--- src/rtl/accumulate.sv ---
// accumulate: signed N-term dot-product reducer, valid/ready on both sides; define ACCUMULATE_SATURATE_EN to clamp results instead of wrapping.
// Latency: result valid the cycle after the Nth term is accepted, one term per clock; s_rdy drops only when the Nth term would overwrite an unconsumed result.
module accumulate #(
  parameter int W = 8,
  parameter int N = 4
) (
  input  logic           clk,
  input  logic           rst,
  input  logic           s_stb,
  input  logic [2*W-1:0] s_dat,
  output logic           s_rdy,
  input  logic           m_rdy,
  output logic           m_stb,
  output logic [2*W-1:0] m_dat
);

  localparam int CW = (N > 1) ? $clog2(N) : 1;
  localparam int A  = 2*W + $clog2(N);
  localparam logic [CW-1:0] LAST = CW'(N-1);

  logic [CW-1:0]         cnt;
  logic signed [A-1:0]   acc;
  logic signed [A-1:0]   sum;
  logic signed [A-1:0]   term;
  logic signed [2*W-1:0] s_term;
  logic [2*W-1:0]        fin;
  logic                  accept;

  assign s_term = s_dat;
  assign s_rdy  = (cnt != LAST) | ~m_stb | m_rdy;
  assign accept = s_stb & s_rdy;

  // First term of a batch ignores the stale acc, so no clear cycle is needed.
  always_comb begin
    term = s_term;
    sum  = ((cnt == '0) ? '0 : acc) + term;
  end

`ifdef ACCUMULATE_SATURATE_EN
  localparam logic signed [A-1:0] SMAX = $signed((A'(1) << (2*W-1)) - A'(1));
  localparam logic signed [A-1:0] SMIN = $signed(~((A'(1) << (2*W-1)) - A'(1)));

  always_comb begin
    if (sum > SMAX)      fin = SMAX[2*W-1:0];
    else if (sum < SMIN) fin = SMIN[2*W-1:0];
    else                 fin = sum[2*W-1:0];
  end
`else
  assign fin = sum[2*W-1:0];
`endif

  always_ff @(posedge clk or posedge rst) begin
    if (rst) begin
      cnt   <= '0;
      acc   <= '0;
      m_stb <= 1'b0;
      m_dat <= '0;
    end else begin
      if (m_stb && m_rdy)
        m_stb <= 1'b0;
      // A completing batch overrides the drain above: back-to-back results, no bubble.
      if (accept) begin
        if (cnt == LAST) begin
          m_dat <= fin;
          m_stb <= 1'b1;
          cnt   <= '0;
        end else begin
          acc <= sum;
          cnt <= cnt + CW'(1);
        end
      end
    end
  end

endmodule

--- config.mk ---
export PLATFORM = sky130hd
export DESIGN_NAME = accumulate
export DESIGN_NICKNAME = d
export VERILOG_FILES = /design/src/rtl/accumulate.sv
export SDC_FILE = /design/constraint.sdc
export NUM_CORES = 1
export LEC_CHECK = 0
export BUFFER_PORTS_ARGS = -buffer_cell sky130_fd_sc_hd__buf_4
export CORE_UTILIZATION = 57
export CTS_CLUSTER_SIZE = 12
export DETAILED_ROUTE_END_ITERATION = 7
export PLACE_DENSITY = 0.88
export SYNTH_ARGS = -nofsm -noshare
export SYNTH_HDL_FRONTEND = slang
export SYNTH_SLANG_ARGS = --single-unit
--- constraint.sdc ---
create_clock -name clk -period 3.3 [get_ports clk]
set_input_delay 0.165 -clock clk [delete_from_list [all_inputs] [get_ports clk]]
set_output_delay 0.165 -clock clk [all_outputs]
set_load 0.01 [all_outputs]
==> summary.md, run 1 <==
| Metric | Value |
|---|---|
| CTS tree | built |
| Total iterations of the first detailed-routing run | 4 |
| Slew Limit Fails | 0 |
| Pin count of the biggest net entering global routing | 21 |
| RR Endpoint | m_dat[15] |
| WL final | 5768 um |
| EDFF count, synth | 0 |
| Int Power | 1.640 mW |
| CORE AREA | 4000 um^2 |
| DIE WIDTH | 66.34 um |
| Reg2reg setup slack | 0.48 ns |
| Post-Place Setup Slack | 0.5499 ns |
| Final nets | 343 |
| Reg power frac | 0.258 |
| Clock root buffer | clkbuf_8 |
| ANT nets after route | 0 |
| CTS buffer count | 5 |
| H-tree depth | 2 |
| PnR worst setup slack | 0.4832 ns |
| Longest Clk Path Bufs | 2 |
| Setup crit start kind | register |
| Clk pin slew, worst setup/hold paths | 0.08 ns |
| Total gr overflow | 0 |
| CP max-delay cell | ha_1 |
| Residual DRC | 0 |
| Layout Skew | 0.006429 ns |
| Area Overhead vs Synth | 18.50% |
| N_diodes | 0 |
| Fin cells | 356 |
| Final period utilization | 0.8536 |
| Chip Height | 66.34 um |
| Layout cells sized above 1 | 0.1830 |
| Post-CTS resize count | 0 |
| R2R depth | 10 |
| Routability Congestion | 0.8699 |
| Leak | 1.275 nW |
| Status | finished clean |
| Least-Margin Pin Slew | 0.7985 ns |
| NetSw | 1.276 mW |
| Yosys reg bits | 35 |
| Most used flip-flop cell after synthesis | dfrtp_1 |
| Initial Util | 0.5899 |
| Syn Area/Cell | 8.644 um^2 |
| Synth warnings | 0 |
| Worst EP required | 3.49 ns |
| Worst Hold Class | in2async |
| Vias in the first global route | 2,127 |
| Crit-path cells | inv_1 > ha_1 > buf_4 > nor2b_1 > ha_1 > a21oi_1 > o21a_1 > o221a_2 > and3_1 > o31ai_1 |
| Post-synth cell types | 46 |
| GRT Util Overall | 0.2931 |
| Maxcap violations | 0 |
| Vias per cell | 6.059 |
| Commonest cells after routing, fill and taps aside | nand2_1 (45), buf_4 (41), dfrtp_1 (35), o21ai_0 (20), nor2b_1 (18) |
| Vias post-DR | 2,157 |
| Setup Fix Bufs, Post-CTS | 0 |
| Crit Path Max Fanout | 11 |
| Clock Latency Late Sink | 0.30 ns |
| First-pass GRT wire length | 9646 um |
| Final setup vio count | 0 |
| Achievable frequency | 0.3550 GHz |
| Switching share of power | 0.4376 |
| Clk sinks | 35 |
| Final core utilization | 0.6991 |
| Worst slew margin | 0.4671 |
| WS Path Type | reg2reg |
| CTS Hold Bufs | 0 |
| Seq/Total Area, Yosys | 0.3712 |
| IO buf count | 37 |
| RSZ-0062 raised after global routing | no |
| Clk pwr share | 0.161 |
| Critical Path Sink Type | register |
| RR Startpoint | cnt[0] |
| Overall power | 2.916 mW |
| Final Critical Period | 2.817 ns |
| Setup TNS | 0 ns |
| Drt wl/cell | 16.20 um |
| Combinational share of power | 0.581 |
| Synth async-reset ratio | 1.000 |
| Peak VDD IR | 0.5830 mV |
| DP Wirelength | 4138 um |
| Net Count, Synth | 311 |
| Most used cell, CP | ha_1 |
| I/O Pins | 38 |
| Initial antenna violation count | 0 |
| Pwr Density | 1043 nW/um^2 |
| Row Count | 23 |
| Worst EP arrival | 3.01 ns |
| Commonest non-fill, non-tap cell in the layout | nand2_1 |
| Fin. Hold Viols | 0 |
| Placed Cells incl. Taps | 348 |
| Cell area after synthesis | 2360 um^2 |
| Max incr delay on CP | 0.49 ns |
| Detailed Route Iter0 Violations | 235 |
| Syn Inst Count | 273 |
| DIE AREA | 4401 um^2 |
-- cells in the mapped netlist, types with 4 or more instances --
cell type,n,share of area
nand2_1,45,0.072
dfrtp_1,35,0.37
o21ai_0,20,0.042
nor2b_1,18,0.048
ha_1,17,0.090
a21oi_1,15,0.032
nand3_1,12,0.025
clkbuf_1,11,0.017
nand4_1,9,0.024
nand2b_1,7,0.019
nor2_1,7,0.011
o21a_1,7,0.022
nor3_1,6,0.013
inv_1,5,0.0080
or4_1,5,0.016
a211o_1,4,0.015
o31ai_1,4,0.013
xnor2_1,4,0.015
-- flip-flops by register name, summed over array words and instances (netlist names) --
signal and cells:
acc 16, m_dat 16, cnt 2, m_stb 1
-- worst max-delay path: cells and delay by family, from the launching register on --
kind | cells | cell delay, ns
AO/OA/AOI/OAI | 4 | 0.93
adder cells (fa/ha/maj) | 2 | 0.80
buffers and inverters | 2 | 0.31
flip-flops | 1 | 0.41
AND/OR/NAND/NOR | 2 | 0.26
-- worst max path at each step --
stage / startpoint / endpoint / slack, ns
after floorplan: cnt[0] / acc[10] / 0.58
after global placement: cnt[0] / acc[10] / 0.67
final: cnt[0] / m_dat[15] / 0.48
after detailed placement: cnt[0] / m_dat[15] / 0.55
after CTS: cnt[0] / m_dat[15] / 0.52
after global routing: cnt[0] / acc[15] / 0.34
-- routing by layer --
metal,wire length (um),track usage,vias up
met5,0,0,-
met4,146,0.1250,0
met3,301,0.06207,18
met2,2754,0.4745,65
met1,2566,0.3755,1022
li1,-,-,1052
-- final cells by class --
class / count / area, um^2
Multi-Input combinational cell: 217 / 1399
Fill cell: 319 / 1204
Sequential cell: 35 / 875.8
Timing Repair Buffer: 41 / 307.8
Clock buffer: 6 / 72.57
Tap cell: 50 / 62.56
Clock inverter: 2 / 60.06
Inverter: 5 / 18.77
-- power by group through the flow --
stage	clock network [mW]	registers [mW]	logic, mW
floorplan	0	0.777	1.17
global placement	0	0.753	1.59
detailed placement	0	0.758	1.66
CTS	0.468	0.752	1.68
global route	0.492	0.773	1.89
finish	0.470	0.752	1.69
-- through the flow --
step | area (um^2) | hold WS, ns
2_1_floorplan | 2360 | 0.3193
3_3_place_gp | 2664 | 0.3507
3_5_place_dp | 2664 | 0.3733
4_1_cts | 2796 | 0.04500
5_1_grt | 2796 | 0.09182
6_report | 2796 | 0.01702
-- logic make-up after synthesis --
kind of cell | after synthesis | synth area share
and+or+nand+nor | 117 | 0.2497
AOI/OAI and AO/OA | 73 | 0.2089
DFF | 35 | 0.3712
buffers and inverters | 21 | 0.03606
adders and majority gates | 18 | 0.09862
xor gates and xnor gates | 6 | 0.02227
muxes | 3 | 0.01326
Power figures use the tool's default switching activity.
==> run 2, diff against run 1 <==
--- a/config.mk
+++ b/config.mk
@@ -11,4 +11,5 @@
 export DETAILED_ROUTE_END_ITERATION = 7
 export PLACE_DENSITY = 0.88
+export SKIP_LAST_GASP = 1
 export SYNTH_ARGS = -nofsm -noshare
 export SYNTH_HDL_FRONTEND = slang
==> constraint.sdc (replaced) <==
create_clock -name clk -period 3.3 [get_ports clk]
set_input_delay 0.66 -clock clk [delete_from_list [all_inputs] [get_ports clk]]
set_output_delay 0.66 -clock clk [all_outputs]
set_load 0.01 [all_outputs]
==> summary.md, run 2 (synthesis gave the netlist of run 1 again) <==
| Metric | Value |
|---|---|
| Total iterations of the first detailed-routing run | 4 (unchanged) |
| Drt wl/cell | 16.51 um (+1.9%) |
| Critical Path Sink Type | register |
| Commonest non-fill, non-tap cell in the layout | nand2_1 |
| Post-CTS resize count | 0 (unchanged) |
| Chip Height | 66.34 um (unchanged) |
| Worst EP arrival | 2.95 ns (-0.06 ns) |
| Final setup vio count | 0 (unchanged) |
| Least-Margin Pin Slew | 0.7736 ns (-0.02495 ns) |
| DIE WIDTH | 66.34 um (unchanged) |
| WL final | 5878 um (+1.9%) |
| Longest Clk Path Bufs | 2 (unchanged) |
| PnR worst setup slack | 0.5428 ns (+0.05955 ns) |
| Worst slew margin | 0.4832 (+0.01616) |
| CORE AREA | 4000 um^2 (unchanged) |
| Post-Place Setup Slack | 0.5776 ns (+0.02764 ns) |
| Setup TNS | 0 ns (unchanged) |
| Vias per cell | 6.253 (+3.2%) |
| Slew Limit Fails | 0 (unchanged) |
| Total gr overflow | 0 (unchanged) |
| Most used cell, CP | ha_1 |
| Final period utilization | 0.8355 (-0.01804) |
| Setup crit start kind | register |
| Vias post-DR | 2,226 (+3.2%) |
| Max incr delay on CP | 0.50 ns (about the same) |
| Detailed Route Iter0 Violations | 186 (-21%) |
| First-pass GRT wire length | 9860 um (+2.2%) |
| Pin count of the biggest net entering global routing | 36 (+71%) |
| Clock Latency Late Sink | 0.30 ns (about the same) |
| Layout Skew | 0.01311 ns (+0.006685 ns) |
| I/O Pins | 38 (unchanged) |
| CTS Hold Bufs | 0 (unchanged) |
| H-tree depth | 2 (unchanged) |
| Leak | 1.261 nW (-1.1%) |
| Peak VDD IR | 0.5434 mV (-6.8%) |
| GRT Util Overall | 0.3014 (+0.008261) |
| Final nets | 344 (+0.29%) |
| Clock root buffer | clkbuf_8 |
| DP Wirelength | 4210 um (+1.7%) |
| Vias in the first global route | 2,095 (-1.5%) |
| Clk sinks | 35 (unchanged) |
| Crit Path Max Fanout | 11 (unchanged) |
| Layout cells sized above 1 | 0.1863 (+0.003268) |
| Area Overhead vs Synth | 16.91% |
| Worst EP required | 3.50 ns (about the same) |
| Residual DRC | 0 (unchanged) |
| Commonest cells after routing, fill and taps aside | nand2_1 (45), buf_4 (42), dfrtp_1 (35), o21ai_0 (20), nor2b_1 (18) |
| CP max-delay cell | ha_1 |
| CTS tree | built |
| IO buf count | 37 (unchanged) |
| Final Critical Period | 2.757 ns (-0.05955 ns) |
| Fill cell count | 331 (+3.8%) |
| Achievable frequency | 0.3627 GHz (+2.2%) |
| Routability Congestion | 0.8684 (-0.17%) |
| CTS buffer count | 5 (unchanged) |
| Pwr Density | 1009 nW/um^2 (-3.3%) |
| N_diodes | 0 (unchanged) |
| Clk pin slew, worst setup/hold paths | 0.08 ns (about the same) |
| WS Path Type | reg2reg |
| Bufs and invs on worst path | 2 (unchanged) |
| Crit-path cells | inv_1 > ha_1 > buf_4 > nor2b_1 > ha_1 > a21oi_1 > o21a_1 > o221a_2 > and3_1 > o31ai_1 |
| Fin. Hold Viols | 0 (unchanged) |
| FF/Latch Area | 875.8 um^2 (unchanged) |
| DIE AREA | 4401 um^2 (unchanged) |
| Setup Fix Bufs, Post-CTS | 0 (unchanged) |
| Initial Util | 0.5899 (unchanged) |
| Delay-heaviest family, CP | compound AO/OA/AOI/OAI gates |
| Initial antenna violation count | 0 (unchanged) |
| ANT nets after route | 0 (unchanged) |
| Area of the multi-input gates | 1399 um^2 (unchanged) |
| RSZ-0062 raised after global routing | no |
| Worst Hold Class | in2async |
| Maxcap violations | 0 (unchanged) |
| Row Count | 23 (unchanged) |
| Status | finished clean |
| Biggest regs | acc: 16 flops, m_dat: 16 flops, cnt: 2 flops |
[run 2: routing by layer]
metal	vias up	GRT usage	wire length (um)
met3	22	0.07069	286
li1	1054	-	-
met2	70	0.4911	2784
met4	0	0.1037	181
met1	1080	0.3894	2625
met5	-	0	0
[run 2: through the flow]
step | std cells | cell area [um^2] | total power [mW] | hold slack [ns] | util
after floorplan | 273 | 2360 | 1.949 | 0.4379 | -
after global placement | 349 | 2671 | 2.350 | 0.4594 | 0.6678
after detailed placement | 349 | 2671 | 2.423 | 0.4566 | 0.6678
after CTS | 356 | 2759 | 2.767 | 0.4704 | 0.6897
after global routing | 356 | 2759 | 3.006 | 0.4971 | 0.6897
final | 356 | 2759 | 2.783 | 0.4510 | 0.6897
[run 2: final cells by class]
type                    instances  share of cell area
multi-input cells             217              0.5070
flip-flops and latches         35              0.3175
repair buffers                 42              0.1143
clock buffers                   6             0.02993
well taps                      50             0.02268
inverters                       5            0.006803
clock inverters                 1            0.001814
[run 2: tightest hold or removal path, delay by kind of cell]
kind	cells	cell delay, ns
buf+inv	3	0.53
[run 2: final timing paths]
| check | slack [ns] | depth (start not counted) | endpoint | from |
|---|---|---|---|---|
| min in group clk | 0.48 | 2 | acc[4] | acc[4] |
| max in group asynchronous | 2.52 | 3 | acc[13] | rst |
| worst max register to register | 0.54 | 10 | m_dat[15] | cnt[0] |
| worst min register to register | 0.48 | 2 | acc[4] | acc[4] |
| worst max-delay path | 0.54 | 10 | m_dat[15] | cnt[0] |
| worst min-delay path | 0.45 | 3 | m_dat[9] | rst |
[run 2: where the power goes]
| group | switching [mW] | internal, mW | total, mW |
|---|---|---|---|
| Combinational | 1.01 | 0.701 | 1.71 |
| Sequential | 0.114 | 0.640 | 0.755 |
| Clock | 0.157 | 0.164 | 0.321 |
